==> config.mk <==
export PLATFORM = sky130hd
export DESIGN_NAME = header_stream_ctrl_flat
export DESIGN_NICKNAME = d
export VERILOG_FILES = /design/src/rtl/header_stream_ctrl_pkg.sv /design/src/rtl/header_stream_ctrl_if.sv /design/src/rtl/header_stream_ctrl_nonce_counter.sv /design/src/rtl/header_stream_ctrl.sv /design/src/flat_wrapper.sv
export SDC_FILE = /design/constraint.sdc
export NUM_CORES = 1
export LEC_CHECK = 0
export BUFFER_PORTS_ARGS = -buffer_cell sky130_fd_sc_hd__buf_2
export CORE_ASPECT_RATIO = 0.8
export CORE_MARGIN = 2
export CORE_UTILIZATION = 34
export DETAILED_ROUTE_END_ITERATION = 10
export HOLD_SLACK_MARGIN = 0.1
export PLACE_DENSITY_LB_ADDON = 0.12
export SKIP_LAST_GASP = 1
export SLEW_MARGIN = 20
export SYNTH_ARGS = -nofsm -noshare
export SYNTH_HDL_FRONTEND = slang
export SYNTH_HIERARCHICAL = 1
export SYNTH_SLANG_ARGS = --single-unit
export TNS_END_PERCENT = 30
==> constraint.sdc <==
create_clock -name clock -period 3.2 [get_ports clock]
set_input_delay 0.16 -clock clock [delete_from_list [all_inputs] [get_ports clock]]
set_output_delay 0.16 -clock clock [all_outputs]
set_load 0.01 [all_outputs]
==> src/rtl/header_stream_ctrl_pkg.sv <==
// header_pkg: shared types and constants for the block-header streaming controller.
// Holds the controller state enum, the header word geometry and the word that
// `sel` reloads to at the start of every pass after the first one.
// Build option: HDR_MIDSTATE_SKIP_EN (reload to the second block instead of word 0).
package header_pkg;

  localparam int unsigned NUM_WORDS   = 32;
  localparam int unsigned BLOCK_WORDS = 16;
  localparam int unsigned NONCE_WORD  = 19;
  localparam int unsigned NONCE_W     = 32;

`ifdef HDR_MIDSTATE_SKIP_EN
  // Block 0 has no nonce, so its midstate is reused and only block 1 is resent.
  localparam int unsigned RELOAD_WORD = BLOCK_WORDS;
`else
  localparam int unsigned RELOAD_WORD = 0;
`endif

  typedef enum logic [1:0] {
    ST_IDLE      = 2'd0,
    ST_STREAM    = 2'd1,
    ST_WAIT_HASH = 2'd2,
    ST_DONE      = 2'd3
  } state_e;

endpackage

==> src/rtl/header_stream_ctrl_if.sv <==
// header_stream_ctrl_if: control, word-stream and status signals between the
// nonce-search controller and its environment (host + SHA core).
//   master : the controller (drives sel/word_valid/nonce/status)
//   slave  : the environment (drives start/abort/range/word_ready/hash results)
interface header_stream_ctrl_if #(
  parameter int unsigned SEL_W = 5
);
  logic                             start;
  logic                             abort;
  logic [header_pkg::NONCE_W-1:0]   nonce_start;
  logic [header_pkg::NONCE_W-1:0]   nonce_end;
  logic                             word_ready;
  logic                             hash_done;
  logic                             hash_hit;
  logic [SEL_W-1:0]                 sel;
  logic                             word_valid;
  logic                             block_last;
  logic                             nonce_sel;
  logic [header_pkg::NONCE_W-1:0]   nonce;
  logic                             busy;
  logic                             done;
  logic                             found;

  modport master (
    input  start, abort, nonce_start, nonce_end, word_ready, hash_done, hash_hit,
    output sel, word_valid, block_last, nonce_sel, nonce, busy, done, found
  );

  modport slave (
    output start, abort, nonce_start, nonce_end, word_ready, hash_done, hash_hit,
    input  sel, word_valid, block_last, nonce_sel, nonce, busy, done, found
  );
endinterface

==> src/rtl/header_stream_ctrl_nonce_counter.sv <==
// nonce_counter: current nonce register, its modulo-2^32 increment and the
// compare against the latched (inclusive) end of the search range.
//   clk, rst_n     : clock, async active-low reset
//   load_i         : latch start_val_i as nonce and end_val_i as range end
//   inc_i          : advance nonce by one (wraps 0xFFFFFFFF -> 0)
//   nonce_o        : registered current nonce
//   at_end_c       : nonce equals the latched range end (combinational)
module nonce_counter
  import header_pkg::*;
(
  input  logic               clk,
  input  logic               rst_n,
  input  logic               load_i,
  input  logic [NONCE_W-1:0] start_val_i,
  input  logic [NONCE_W-1:0] end_val_i,
  input  logic               inc_i,
  output logic [NONCE_W-1:0] nonce_o,
  output logic               at_end_c
);

  logic [NONCE_W-1:0] nonce_q, nonce_d;
  logic [NONCE_W-1:0] end_q, end_d;

  // Load has priority; the controller never asserts both together.
  always_comb begin
    nonce_d = nonce_q;
    end_d   = end_q;
    if (load_i) begin
      nonce_d = start_val_i;
      end_d   = end_val_i;
    end else if (inc_i) begin
      nonce_d = NONCE_W'(nonce_q + NONCE_W'(1));
    end
  end

  always_ff @(posedge clk or negedge rst_n) begin
    if (!rst_n) begin
      nonce_q <= '0;
      end_q   <= '0;
    end else begin
      nonce_q <= nonce_d;
      end_q   <= end_d;
    end
  end

  assign nonce_o  = nonce_q;
  assign at_end_c = (nonce_q == end_q);

endmodule

==> src/rtl/header_stream_ctrl.sv <==
// header_stream_ctrl: walks a nonce range, streaming the padded 80-byte header
// (NUM_WORDS words) to a SHA-256 core once per nonce and stopping on a hit or
// at the end of the range.
//   clock, reset_n : clock, async active-low reset
//   bus (master)   : start/abort/range in, word-select stream to the core,
//                    hash results in, nonce and busy/done/found status out
// Build option: HDR_MIDSTATE_SKIP_EN -- later passes restart at word 16.
module header_stream_ctrl #(
  parameter int unsigned NUM_WORDS = 32,
  parameter int unsigned SEL_W     = 5
) (
  input  logic                 clock,
  input  logic                 reset_n,
  header_stream_ctrl_if.master bus
);
  import header_pkg::*;

  localparam logic [SEL_W-1:0] LAST_SEL     = SEL_W'(NUM_WORDS - 1);
  localparam logic [SEL_W-1:0] BLK_LAST_SEL = SEL_W'(BLOCK_WORDS - 1);
  localparam logic [SEL_W-1:0] NONCE_SEL    = SEL_W'(NONCE_WORD);
  localparam logic [SEL_W-1:0] RELOAD_SEL   = SEL_W'(RELOAD_WORD);

  state_e             state_q, state_d;
  logic [SEL_W-1:0]   sel_q, sel_d;
  logic               word_valid_q, word_valid_d;
  logic               block_last_q, block_last_d;
  logic               nonce_sel_q, nonce_sel_d;
  logic               busy_q, busy_d;
  logic               done_q, done_d;
  logic               found_q, found_d;
  logic               nonce_load, nonce_inc;
  logic               at_end;
  logic [NONCE_W-1:0] nonce;

  nonce_counter u_nonce_counter (
    .clk         (clock),
    .rst_n       (reset_n),
    .load_i      (nonce_load),
    .start_val_i (bus.nonce_start),
    .end_val_i   (bus.nonce_end),
    .inc_i       (nonce_inc),
    .nonce_o     (nonce),
    .at_end_c    (at_end)
  );

  // Next-state and next-output logic; abort overrides everything else.
  always_comb begin
    state_d      = state_q;
    sel_d        = sel_q;
    word_valid_d = word_valid_q;
    done_d       = done_q;
    found_d      = found_q;
    nonce_load   = 1'b0;
    nonce_inc    = 1'b0;

    if (bus.abort) begin
      state_d      = ST_IDLE;
      sel_d        = '0;
      word_valid_d = 1'b0;
      done_d       = 1'b0;
      found_d      = 1'b0;
    end else begin
      case (state_q)
        ST_IDLE, ST_DONE: begin
          if (bus.start) begin
            state_d      = ST_STREAM;
            sel_d        = '0;
            word_valid_d = 1'b1;
            done_d       = 1'b0;
            found_d      = 1'b0;
            nonce_load   = 1'b1;
          end
        end
        ST_STREAM: begin
          if (word_valid_q && bus.word_ready) begin
            if (sel_q == LAST_SEL) begin
              state_d      = ST_WAIT_HASH;
              word_valid_d = 1'b0;
            end else begin
              sel_d = SEL_W'(sel_q + SEL_W'(1));
            end
          end
        end
        ST_WAIT_HASH: begin
          if (bus.hash_done) begin
            if (bus.hash_hit || at_end) begin
              state_d = ST_DONE;
              done_d  = 1'b1;
              found_d = bus.hash_hit;
            end else begin
              state_d      = ST_STREAM;
              sel_d        = RELOAD_SEL;
              word_valid_d = 1'b1;
              nonce_inc    = 1'b1;
            end
          end
        end
        default: state_d = ST_IDLE;
      endcase
    end

    // Decoded status is computed from the next state so it stays registered.
    busy_d       = (state_d == ST_STREAM) || (state_d == ST_WAIT_HASH);
    block_last_d = word_valid_d && ((sel_d == BLK_LAST_SEL) || (sel_d == LAST_SEL));
    nonce_sel_d  = (sel_d == NONCE_SEL);
  end

  always_ff @(posedge clock or negedge reset_n) begin
    if (!reset_n) begin
      state_q      <= ST_IDLE;
      sel_q        <= '0;
      word_valid_q <= 1'b0;
      block_last_q <= 1'b0;
      nonce_sel_q  <= 1'b0;
      busy_q       <= 1'b0;
      done_q       <= 1'b0;
      found_q      <= 1'b0;
    end else begin
      state_q      <= state_d;
      sel_q        <= sel_d;
      word_valid_q <= word_valid_d;
      block_last_q <= block_last_d;
      nonce_sel_q  <= nonce_sel_d;
      busy_q       <= busy_d;
      done_q       <= done_d;
      found_q      <= found_d;
    end
  end

  assign bus.sel        = sel_q;
  assign bus.word_valid = word_valid_q;
  assign bus.block_last = block_last_q;
  assign bus.nonce_sel  = nonce_sel_q;
  assign bus.nonce      = nonce;
  assign bus.busy       = busy_q;
  assign bus.done       = done_q;
  assign bus.found      = found_q;

endmodule

==> src/flat_wrapper.sv <==
// flat-port wrapper written by rule: the top's interface ports become plain ports
module header_stream_ctrl_flat import header_pkg::*;
#(
  parameter int unsigned NUM_WORDS = 32,
  parameter int unsigned SEL_W     = 5
)
  (clock, reset_n, bus_start, bus_abort, bus_nonce_start, bus_nonce_end, bus_word_ready, bus_hash_done, bus_hash_hit, bus_sel, bus_word_valid, bus_block_last, bus_nonce_sel, bus_nonce, bus_busy, bus_done, bus_found);
  header_stream_ctrl_if #(.SEL_W(SEL_W)) bus_i ();
  input  logic clock;
  input  logic reset_n;
  input wire logic [$bits(bus_i.start)-1:0] bus_start;
  input wire logic [$bits(bus_i.abort)-1:0] bus_abort;
  input wire logic [$bits(bus_i.nonce_start)-1:0] bus_nonce_start;
  input wire logic [$bits(bus_i.nonce_end)-1:0] bus_nonce_end;
  input wire logic [$bits(bus_i.word_ready)-1:0] bus_word_ready;
  input wire logic [$bits(bus_i.hash_done)-1:0] bus_hash_done;
  input wire logic [$bits(bus_i.hash_hit)-1:0] bus_hash_hit;
  output wire logic [$bits(bus_i.sel)-1:0] bus_sel;
  output wire logic [$bits(bus_i.word_valid)-1:0] bus_word_valid;
  output wire logic [$bits(bus_i.block_last)-1:0] bus_block_last;
  output wire logic [$bits(bus_i.nonce_sel)-1:0] bus_nonce_sel;
  output wire logic [$bits(bus_i.nonce)-1:0] bus_nonce;
  output wire logic [$bits(bus_i.busy)-1:0] bus_busy;
  output wire logic [$bits(bus_i.done)-1:0] bus_done;
  output wire logic [$bits(bus_i.found)-1:0] bus_found;
  assign bus_i.start = bus_start;
  assign bus_i.abort = bus_abort;
  assign bus_i.nonce_start = bus_nonce_start;
  assign bus_i.nonce_end = bus_nonce_end;
  assign bus_i.word_ready = bus_word_ready;
  assign bus_i.hash_done = bus_hash_done;
  assign bus_i.hash_hit = bus_hash_hit;
  assign bus_sel = bus_i.sel;
  assign bus_word_valid = bus_i.word_valid;
  assign bus_block_last = bus_i.block_last;
  assign bus_nonce_sel = bus_i.nonce_sel;
  assign bus_nonce = bus_i.nonce;
  assign bus_busy = bus_i.busy;
  assign bus_done = bus_i.done;
  assign bus_found = bus_i.found;
  header_stream_ctrl #(.NUM_WORDS(NUM_WORDS), .SEL_W(SEL_W)) u_core (.clock(clock), .reset_n(reset_n), .bus(bus_i));
endmodule
==> flow_summary.yaml <==
hold_path:
  hold_depth: 3
  worstHoldStart: "bus_nonce_start[24]"
  hold_class: "in -> reg"
  min_to: "u_core/u_nonce_counter/nonce_o[24]"
timing:
  clock_skew_ns: 0.00579
  fin_crit_sh: 0.940
  period_minus_slack_ns: 3.01
  hold_viol_final: 0
  rsz0062_at_grt: "false"
  worst_pin_slew_ns: 0.762
  hold_ws_ns: 0.116
  maxSlewHeadroom: 0.492
  fmax_ghz: 0.332
  finalSetupViolations: 0
  slew_viol_final: 0
  fin_setup_tns_ns: 0
  setup_slack_ns: 0.191
yosys:
  ys_ff_latch: 77
  ys_warn_count: 6
  synth_area_per_cell_sq_um: 10.0
  ys_top_cells_by_area: "dfrtp_1 46%, mux2_2 8.5%, xor2_1 7.5%"
  syn_area_sq_um: 4230
  synth_most_common_cell: "dfrtp_1"
  synth_top_area_share: 0.456
  synth.yosys.seq_area_share: 0.456
  syn_inst: 422
  ys.flop_type: "dfrtp_1"
  synth_commonest_cells: "77 x dfrtp_1, 36 x xor2_1, 33 x nand2_1"
  synth_nets: 497
  synth-edff-count: 0
  ys_types: 58
  synth_async_sr_flop_share: 1.00
  yosysTopAreaCell: "dfrtp_1"
critical_path:
  path_cells: "xor2_2, nor4_1, nand4_1, nor2_1, nor3b_1, and2_2, nand4_1, or4_4, buf_4, or3_1, a31oi_1"
  worst_r2r_path_depth: 11
  r2r_end: "u_core/u_nonce_counter/nonce_o[18]"
  criticalPathCategory: "reg -> reg"
  crit_arrival_ns: 3.24
  r2r_setup_slack_ns: 0.19
  cpPeakStageDelay_ns: 0.56
  cp_common_cell: "nand4_1"
  crit_path_end_kind: "flip-flop"
  worstPathMaxFanout: 6
  r2r-start: "u_core/u_nonce_counter/nonce_o[1]"
  cp-start-kind: "flip-flop"
  cp.required_ns: 3.43
  slowest_stage: "or4_4"
place:
  dpl_cell_area_sq_um: 5120
  dp_slack_ns: 0.0802
  portBuffers: 113
  routabilityCongestion: 0.832
  dp_hpwl_um: 9470
grt:
  grt_start_max_net_pins: 78
  grt_pass1_wl_um: 20200
  grt_pass1_vias: 3792
  gr-usage-all-layers: 0.197
  antenna_found_initial: 0
  grt_overflow: 0
cts:
  cts_tree: "built"
  cts_buffer_depth: 2
  cts.sinks: 77
  ctsHtreeMaxLevel: 3
  clock_latency_ns: 0.34
  clkSlewWorstSetupHoldPaths_ns: 0.06
  numCtsBuffers: 9
  cts-root-buf: "clkbuf_16"
final_layout:
  drive_gt1_frac: 0.338
  final_area_sq_um: 6010
  num-nets-final: 682
  antenna_cells: 0
  syn_to_final_growth_pct: 42.1
  utilization: 0.494
floorplanning:
  die_h_um: 104
  io_pins: 114
  die_area_sq_um: 13300
  core_sq_um: 12200
  die_w_um: 129
  rows: 36
  initial_core_util: 0.348
route:
  drt-pass1-iter-count: 4
  routed_wl_um: 13100
  via_per_inst: 5.11
  ant_nets: 0
  drt_iter0_drc: 260
  wl_per_cell_um: 17.2
  drc_errors: 0
  num_vias: 3903
power_and_ir_drop:
  powerDensity_nw_per_um2: 559
  leakage_nw: 2.61
  ir_drop_uv: 262
job:
  maxCapViolCount: 0
status:
  run_status: "finished, final reports clean"
[cell type report]
cell class,instances,area (sq um)
repair buffers,196,1350
well taps,152,190
multi-input cells,313,2210
flip-flops and latches,77,1930
clock buffers,11,243
clock inverters,5,50.0
fillers,1175,6160
inverters,10,37.5
[registers in the layout, summed over array words and instances, names as in the netlist]
name                            count
u_core/state_q                      2
u_core/bus.block_last               1
u_core/bus.word_valid               1
u_core/bus.busy                     1
u_core/bus.nonce_sel                1
u_core/bus.done                     1
u_core/u_nonce_counter/nonce_o     32
u_core/u_nonce_counter/end_q       32
u_core/bus.found                    1
u_core/bus.sel                      5
[worst max-delay path: cells and delay by family, from the launching register on]
family                    cells  cell delay [ns]
AOI/OAI and AO/OA             1             0.26
DFF                           1             0.47
xor gates and xnor gates      1             0.27
buffers and inverters         1             0.18
and+or+nand+nor               8             1.71
[worst max path at each step]
| stage | end | slack, ns | cells past startpoint | start |
|---|---|---|---|---|
| global route | u_core/u_nonce_counter/nonce_o[18] | 0.01 | 11 | u_core/u_nonce_counter/nonce_o[26] |
| CTS | u_core/u_nonce_counter/nonce_o[18] | 0.03 | 11 | u_core/u_nonce_counter/nonce_o[1] |
| global placement | u_core/u_nonce_counter/nonce_o[18] | 0.15 | 11 | u_core/u_nonce_counter/nonce_o[1] |
| finish | u_core/u_nonce_counter/nonce_o[18] | 0.19 | 11 | u_core/u_nonce_counter/nonce_o[1] |
| detailed placement | u_core/u_nonce_counter/nonce_o[18] | 0.08 | 11 | u_core/u_nonce_counter/nonce_o[1] |
| floorplan | u_core/u_nonce_counter/nonce_o[23] | 0.29 | 13 | u_core/u_nonce_counter/nonce_o[10] |
[cells by family after synthesis]
kind of cell	Yosys count	share of synthesized area
AOI/OAI and AO/OA	73	0.111
xor gates and xnor gates	48	0.0994
adders and majority gates	4	0.0118
buffers and inverters	32	0.0308
DFF	77	0.456
muxes	35	0.0923
and+or+nand+nor	153	0.199
[what timing repair did]
action	CTS	global route
endpoints found under the hold margin	132	0
resized for setup	0	7
buffers inserted	0	0
endpoints found under the setup margin	0	9
hold buffers	56	0
[layout by cell type (no fill, tap or decap), drive strengths merged, types with 15 or more instances in the layout]
cell type	count
o21ai	29
dlygate4sd3	56
nor4	17
buf	140
mux2	32
nand2	33
xor2	36
nor2	28
dfrtp	77
nand3	19
a31oi	15
[report_power, final]
group / total (W) / internal [W] / switching (W)
registers: 0.00136 / 0.00116 / 0.000197
logic: 0.000967 / 0.000465 / 0.000503
clock network: 0.00103 / 0.000620 / 0.000411
[routing by layer]
layer	wire length, um	share of wire	global-route usage
met4	193	0.015	0.0543
met1	6460	0.49	0.292
met5	0	0	0
met2	5740	0.44	0.288
met3	736	0.056	0.0460
[per-stage QoR]
stage               total power (W)  instances
floorplan                   0.00185        422
global placement            0.00227        692
detailed placement          0.00228        692
CTS                         0.00338        764
global route                0.00354        764
finish                      0.00336        764
Note: power is estimated with default switching activity, not from simulation.
